File: config.mk
export PLATFORM = sky130hd
export DESIGN_NAME = coin_btn_conditioner
export DESIGN_NICKNAME = d
export VERILOG_FILES = /design/src/rtl/coin_btn_conditioner.sv
export SDC_FILE = /design/constraint.sdc
export NUM_CORES = 1
export LEC_CHECK = 0
export ABC_AREA = 1
export BUFFER_PORTS_ARGS = -buffer_cell sky130_fd_sc_hd__buf_2
export CAP_MARGIN = 20
export CORE_MARGIN = 1.5
export CORE_UTILIZATION = 40
export CTS_BUF_LIST = sky130_fd_sc_hd__clkbuf_4 sky130_fd_sc_hd__clkbuf_8 sky130_fd_sc_hd__clkbuf_16
export CTS_CLUSTER_SIZE = 25
export DETAILED_ROUTE_END_ITERATION = 12
export MAX_ROUTING_LAYER = met4
export SYNTH_ARGS = -nofsm -noshare
export SYNTH_HDL_FRONTEND = slang
export SYNTH_SLANG_ARGS = --single-unit
File: constraint.sdc
create_clock -name clk -period 5.01 [get_ports clk]
set_input_delay 0.501 -clock clk [delete_from_list [all_inputs] [get_ports clk]]
set_output_delay 0.501 -clock clk [all_outputs]
set_load 0.02 [all_outputs]
File: src/rtl/coin_btn_conditioner.sv
// Four-channel button conditioner: 2-flop sync, debounce, rise detect, per-channel
// press queue and prioritised single-cycle pulse emission. Optional macro: DBC_BYPASS_EN.
module coin_btn_conditioner #(
  parameter int DB_CYCLES = 500000,
  parameter int CNT_W     = 19
) (
  input  logic clk,
  input  logic rst,
  input  logic btn_in1,
  input  logic btn_in2,
  input  logic btn_in5,
  input  logic btn_cancel,
  input  logic hold,
  output logic in1,
  output logic in2,
  output logic in5,
  output logic cancel,
  output logic ovf
);

  // Channel index doubles as priority rank: 3=cancel, 2=in5, 1=in2, 0=in1.
  logic [3:0] raw;
  logic [3:0] sync1;
  logic [3:0] sync2;
  logic [3:0] stable;
  logic [3:0] rise;
  logic [3:0] sel;
  logic [1:0] pend [4];

  assign raw = {btn_cancel, btn_in5, btn_in2, btn_in1};

  always_ff @(posedge clk or posedge rst) begin
    if (rst) begin
      sync1 <= '0;
      sync2 <= '0;
    end else begin
      sync1 <= raw;
      sync2 <= sync1;
    end
  end

`ifdef DBC_BYPASS_EN
  always_ff @(posedge clk or posedge rst) begin
    if (rst) begin
      stable <= '0;
    end else begin
      stable <= sync2;
    end
  end

  assign rise = sync2 & ~stable;
`else
  localparam logic [CNT_W-1:0] CNT_LAST = CNT_W'(DB_CYCLES - 1);

  logic [CNT_W-1:0] cnt [4];

  always_ff @(posedge clk or posedge rst) begin
    if (rst) begin
      stable <= '0;
      for (int i = 0; i < 4; i++) begin
        cnt[i] <= '0;
      end
    end else begin
      for (int i = 0; i < 4; i++) begin
        if (sync2[i] == stable[i]) begin
          cnt[i] <= '0;
        end else if (cnt[i] == CNT_LAST) begin
          stable[i] <= sync2[i];
          cnt[i]    <= '0;
        end else begin
          cnt[i] <= cnt[i] + CNT_W'(1);
        end
      end
    end
  end

  // Rise is flagged on the edge that accepts the new level, so the queue
  // is already loaded when stable first reads high.
  always_comb begin
    rise = '0;
    for (int i = 0; i < 4; i++) begin
      rise[i] = sync2[i] && !stable[i] && (cnt[i] == CNT_LAST);
    end
  end
`endif

  always_comb begin
    sel = '0;
    if (!hold) begin
      if (pend[3] != 2'd0) begin
        sel[3] = 1'b1;
      end else if (pend[2] != 2'd0) begin
        sel[2] = 1'b1;
      end else if (pend[1] != 2'd0) begin
        sel[1] = 1'b1;
      end else if (pend[0] != 2'd0) begin
        sel[0] = 1'b1;
      end
    end
  end

  always_ff @(posedge clk or posedge rst) begin
    if (rst) begin
      ovf <= 1'b0;
      for (int i = 0; i < 4; i++) begin
        pend[i] <= 2'd0;
      end
    end else begin
      for (int i = 0; i < 4; i++) begin
        if (rise[i] && !sel[i]) begin
          if (pend[i] == 2'd3) begin
            ovf <= 1'b1;
          end else begin
            pend[i] <= pend[i] + 2'd1;
          end
        end else if (sel[i] && !rise[i]) begin
          pend[i] <= pend[i] - 2'd1;
        end
      end
    end
  end

  always_ff @(posedge clk or posedge rst) begin
    if (rst) begin
      in1    <= 1'b0;
      in2    <= 1'b0;
      in5    <= 1'b0;
      cancel <= 1'b0;
    end else begin
      in1    <= sel[0];
      in2    <= sel[1];
      in5    <= sel[2];
      cancel <= sel[3];
    end
  end

endmodule

### Word level (Yosys, flattened, before mapping)

Index checks and enable logic that the tools add are counted.

| word-level totals | value |
|---|---|
| memories kept | 0 |
| bits in registers | 101 |
| bits in writable memories | 0 |
| ROM bits | 0 |
| latch bits | 0 |

| cells by class | value |
|---|---|
| add/subtract/negate cells | 12 |
| reduce and logical (&&, ||, !) cells | 44 |
| equality and inequality tests | 16 |
| div/mod/pow operators | 0 |
| shifts and indexed selects | 0 |
| $mul | 0 |
| magnitude comparators | 0 |
| bitwise logic cells | 4 |
| mux-type cells | 36 |

Operators by type and width:

| operator | count |
|---|---|
| 2-to-1 mux 19 bit | 8 |
| adder 19 x 1 -> 19 bit, second input constant | 4 |
| == test 19 bit, second input constant | 4 |
| 2-to-1 mux 2 bit | 13 |
| logical AND 1 bit | 16 |
| AND reduction 2 bit | 8 |
| nonzero test 2 bit | 8 |
| 2-to-1 mux 1 bit | 13 |
| zero test 1 bit | 12 |
| adder 2 x 1 -> 2 bit, second input constant | 4 |
| == test 2 bit, second input constant | 4 |
| inequality test 2 bit, second input constant | 4 |
| subtractor 2 x 1 -> 2 bit, second input constant | 4 |
| == test 1 bit | 4 |
| 2-to-1 mux 4 bit | 1 |
| NOT 1 bit | 4 |
| 2-to-1 mux 3 bit | 1 |

### Longest topological paths before layout

| depth | value |
|---|---|
| word-level depth | 15 |
| gate-level depth with buffers | 10 |
| gate-level depth less buffers | 10 |

### Worst setup path before layout

OpenSTA, ideal clock, no wires.

| path | value |
|---|---|
| path kind | register to register |
| from | register cnt[57] (netlist name) |
| to | register cnt[69] (netlist name) |
| arrival | 1.325 ns |
| cell stages (with the launch flop) | 8 |
| buffers on the path | 0 |
| slack | 3.553 ns |
| required time | 4.878 ns |
| period minus slack after synthesis | 1.457 ns |
| cells stage by stage | dfrtp_1 -> ha_1 -> nand3_4 -> nor3_4 -> nand2_2 -> nor2_2 -> xor2_1 -> nor2_1 |

| on the way | value |
|---|---|
| cells in the longest elaborated chain, start to end | 3 |
| elaborated cells between the ends (all ways) | 4 |

RTL lines:

| element | line | RTL |
|---|---|---|
| start: declaration | 55 | `logic [CNT_W-1:0] cnt [4];` |
| start signal: indexed assignment | 71 | `cnt[i] <= cnt[i] + CNT_W'(1);` |
| adder 19 x 1 -> 19 bit or == test 19 bit (tied branches) | 71, 67 |  |
| 2-to-1 mux 19 bit (*) | 67 | `end else if (cnt[i] == CNT_LAST) begin` |
| 2-to-1 mux 19 bit (*) | 65 | `if (sync2[i] == stable[i]) begin` |

Mark *: on every way between the ends. The rest lies on a longest branch, timed or not.
A chain may end at the register's enable or synchronous reset.

### Worst setup path after layout

| path | value |
|---|---|
| from | register cnt[0] (netlist name) |
| to | register cnt[15] (netlist name) |

Same word-level chain as after synthesis.

==> flow_summary.toml <==
[synthesis]
yosysTopAreaCellShare_pct = 45.7
yosysWarnings = 0
synth_commonest_cells = "156 x nor2_1, 141 x nand2_1, 101 x dfrtp_1"
synth_cells = 732
yosysTopAreaCell = "dfrtp_1"
synth_compound_area_share_pct = 3.83
synth.area.top_cells = "dfrtp_1 46%, nor2_1 11%, nand2_1 9.6%"
synth_cell_types = 35
synthMuxAreaShare_pct = 0
syn_area_per_cell_sq_um = 7.55
synth_area_sq_um = 5530
synth_adder_area_share_pct = 1.81
ys_seq_elements = 101
yosysSeqAreaShare_pct = 45.7
syn_nets = 747
synth_edf_count = 0
synth_top_family_by_area = "simple AND/OR/NAND/NOR gates"
synth_async_sr_flop_share_pct = 100
ys.flop_type = "dfrtp_1"
synth-xor-area-share_pct = 5.07
yosys.cell_count.top_type = "nor2_1"
synth-simple-area-share_pct = 36.8

[sta]
max_clock_freq_ghz = 0.578
final_hold_viol_count = 0
maxSlewHeadroom_pct = 57.3
tightest_slew_ps = 641
rsz0062_at_grt = "no"
finalMaxSlewViolations = 0
period_needed_ps = 1730
setup_viol = 0
setup_tns_ps = 0
skew_ps = 7.27
min_period_over_period_pct = 34.5

[setup_path]
criticalPathCategory = "reg2reg"
arrival_ps = 1950
end_kind = "register"
cp-start-kind = "register"
path_max_fanout = 10
crit_required_ps = 5230

[drt]
drtIter0Drc = 373
first_pass_iters = 5
wirelength_microns = 11700
drc = 0
vias_per_cell = 5.07
wl_per_cell_microns = 12.6
detail-route-antenna-nets = 0
vias = 4720

[clocking]
cts_sinks = 101
clk_pin_slew_ps = 70
numCtsBuffers = 9
cts_tree = "yes"
cts_buffer_depth = 2
clock_latency_ps = 350
cts_resized = 0
cts-root-buf = "clkbuf_16"
post_cts.repair.setup_buffers = 0
holdBufCountCts = 0
htreeDepth = 3

[layout]
fin_area_sq_um = 6100
synthToLayoutAreaGrowth_pct = 10.4
num_antenna_cells = 0
fillers = 1328
fin_nets = 765
final_cells = 931
drive_above_1_share_pct = 7.28

[flow_run]
maxCapViolCount = 0

[power]
p_per_area_nw_per_um2 = 264
total_power_mw = 1.61
peakVddDrop_mv = 0.163
power_leakage_nw = 2.57

[global_routing]
antenna_found_initial = 0
grtUsageTotal_pct = 17.9
first_global_vias = 4474
grt_overflow_total = 0
grt_max_degree = 52
grt_pass1_wl_microns = 20600

[die]
ios = 12
rows = 42
die_y_microns = 121
dieWidth_microns = 121
core_sq_um = 13300
start_util_pct = 41.4
die-area_sq_um = 14500

[placed_design]
port_buffers = 11
placed_cell_area_sq_um = 5790
gp_congestion = 0.914
place_inst = 915
dp.final_hpwl_microns = 8470

[outcome]
outcome = "complete, no violations"

[worst_hold_path]
hp-class = "in2async"
-- final timing paths --
kind | startpoint | end | slack, ps | cells after the start
min in group clk | btn_cancel | sync1[3]$_DFF_PP0_ | 250 | 1
setup reg to reg | cnt[0]$_DFF_PP0_ | cnt[15]$_DFF_PP0_ | 3280 | 6
max in group asynchronous | rst | cnt[54]$_DFF_PP0_ | 3720 | 3
setup / recovery | cnt[0]$_DFF_PP0_ | cnt[15]$_DFF_PP0_ | 3280 | 6
hold / removal | rst | cancel$_DFF_PP0_ | 230 | 2
hold reg to reg | sync1[2]$_DFF_PP0_ | sync2[2]$_DFF_PP0_ | 350 | 0
-- layout by cell type, fill, tap and decap left out, drive strengths merged --
master    n
or2       3
nor2    170
buf      12
nand3    53
nand3b    4
nor3b     4
nor3     46
o21ai    14
xor2     29
nor4      1
bufinv    1
a31oi     1
xnor2     3
nand2   144
clkbuf   11
dfrtp   101
o21a      1
a21oi    15
o21bai    2
a211oi    2
a22oi     2
clkinv    3
inv      94
ha        8
nand4    31
-- report_power, final --
part           total (mW)  switching, mW  internal, mW
combinational      0.0541         0.0404        0.0137
clock               0.723          0.308         0.415
sequential          0.835        0.00920         0.826
-- per-layer routing --
layer	global-route usage [%]	vias to the layer above	wire [microns]
met1	24.5	2195	5700
met4	4.34	0	115
li1	-	2388	-
met5	-	-	0
met3	3.96	11	496
met2	27.4	126	5380
-- final cells by class --
type	count	area, sq um	area share [%]
Sequential cell	101	2530	41.4
Tap cell	176	220	3.61
Multi-Input combinational cell	533	2630	43.1
Timing Repair Buffer	12	62.6	1.03
Clock inverter	5	57.6	0.944
Inverter	93	352	5.76
Clock buffer	11	253	4.14
-- through the flow --
| step | utilization (%) | hold WS [ps] | setup slack [ps] |
|---|---|---|---|
| global route | 45.7 | 242 | 3080 |
| global placement | 43.4 | 335 | 3250 |
| finish | 45.7 | 229 | 3280 |
| detailed placement | 43.4 | 336 | 3230 |
| CTS | 45.7 | 242 | 3290 |
| floorplan | - | 331 | 1860 |
-- state kept, by name, indices dropped and copies added (netlist names) --
name    count
sync2       4
pend        8
sync1       4
cancel      1
in5         1
in1         1
ovf         1
in2         1
stable      4
cnt        76
-- worst max-delay path: stages, from the launching register on --
cell and delay [ps]:
dfrtp_1 410, ha_1 240, nand2_1 100, nor2_1 190, nand3_1 160, o21bai_2 390, nor3_1 120
-- cell families after synthesis --
kind of cell	Yosys count
AO/OA/AOI/OAI	37
adder cells (fa/ha/maj)	8
buffers and inverters	98
flip-flops	101
AND/OR/NAND/NOR	456
XOR/XNOR	32
No activity file was read; power rests on OpenSTA's default activity.
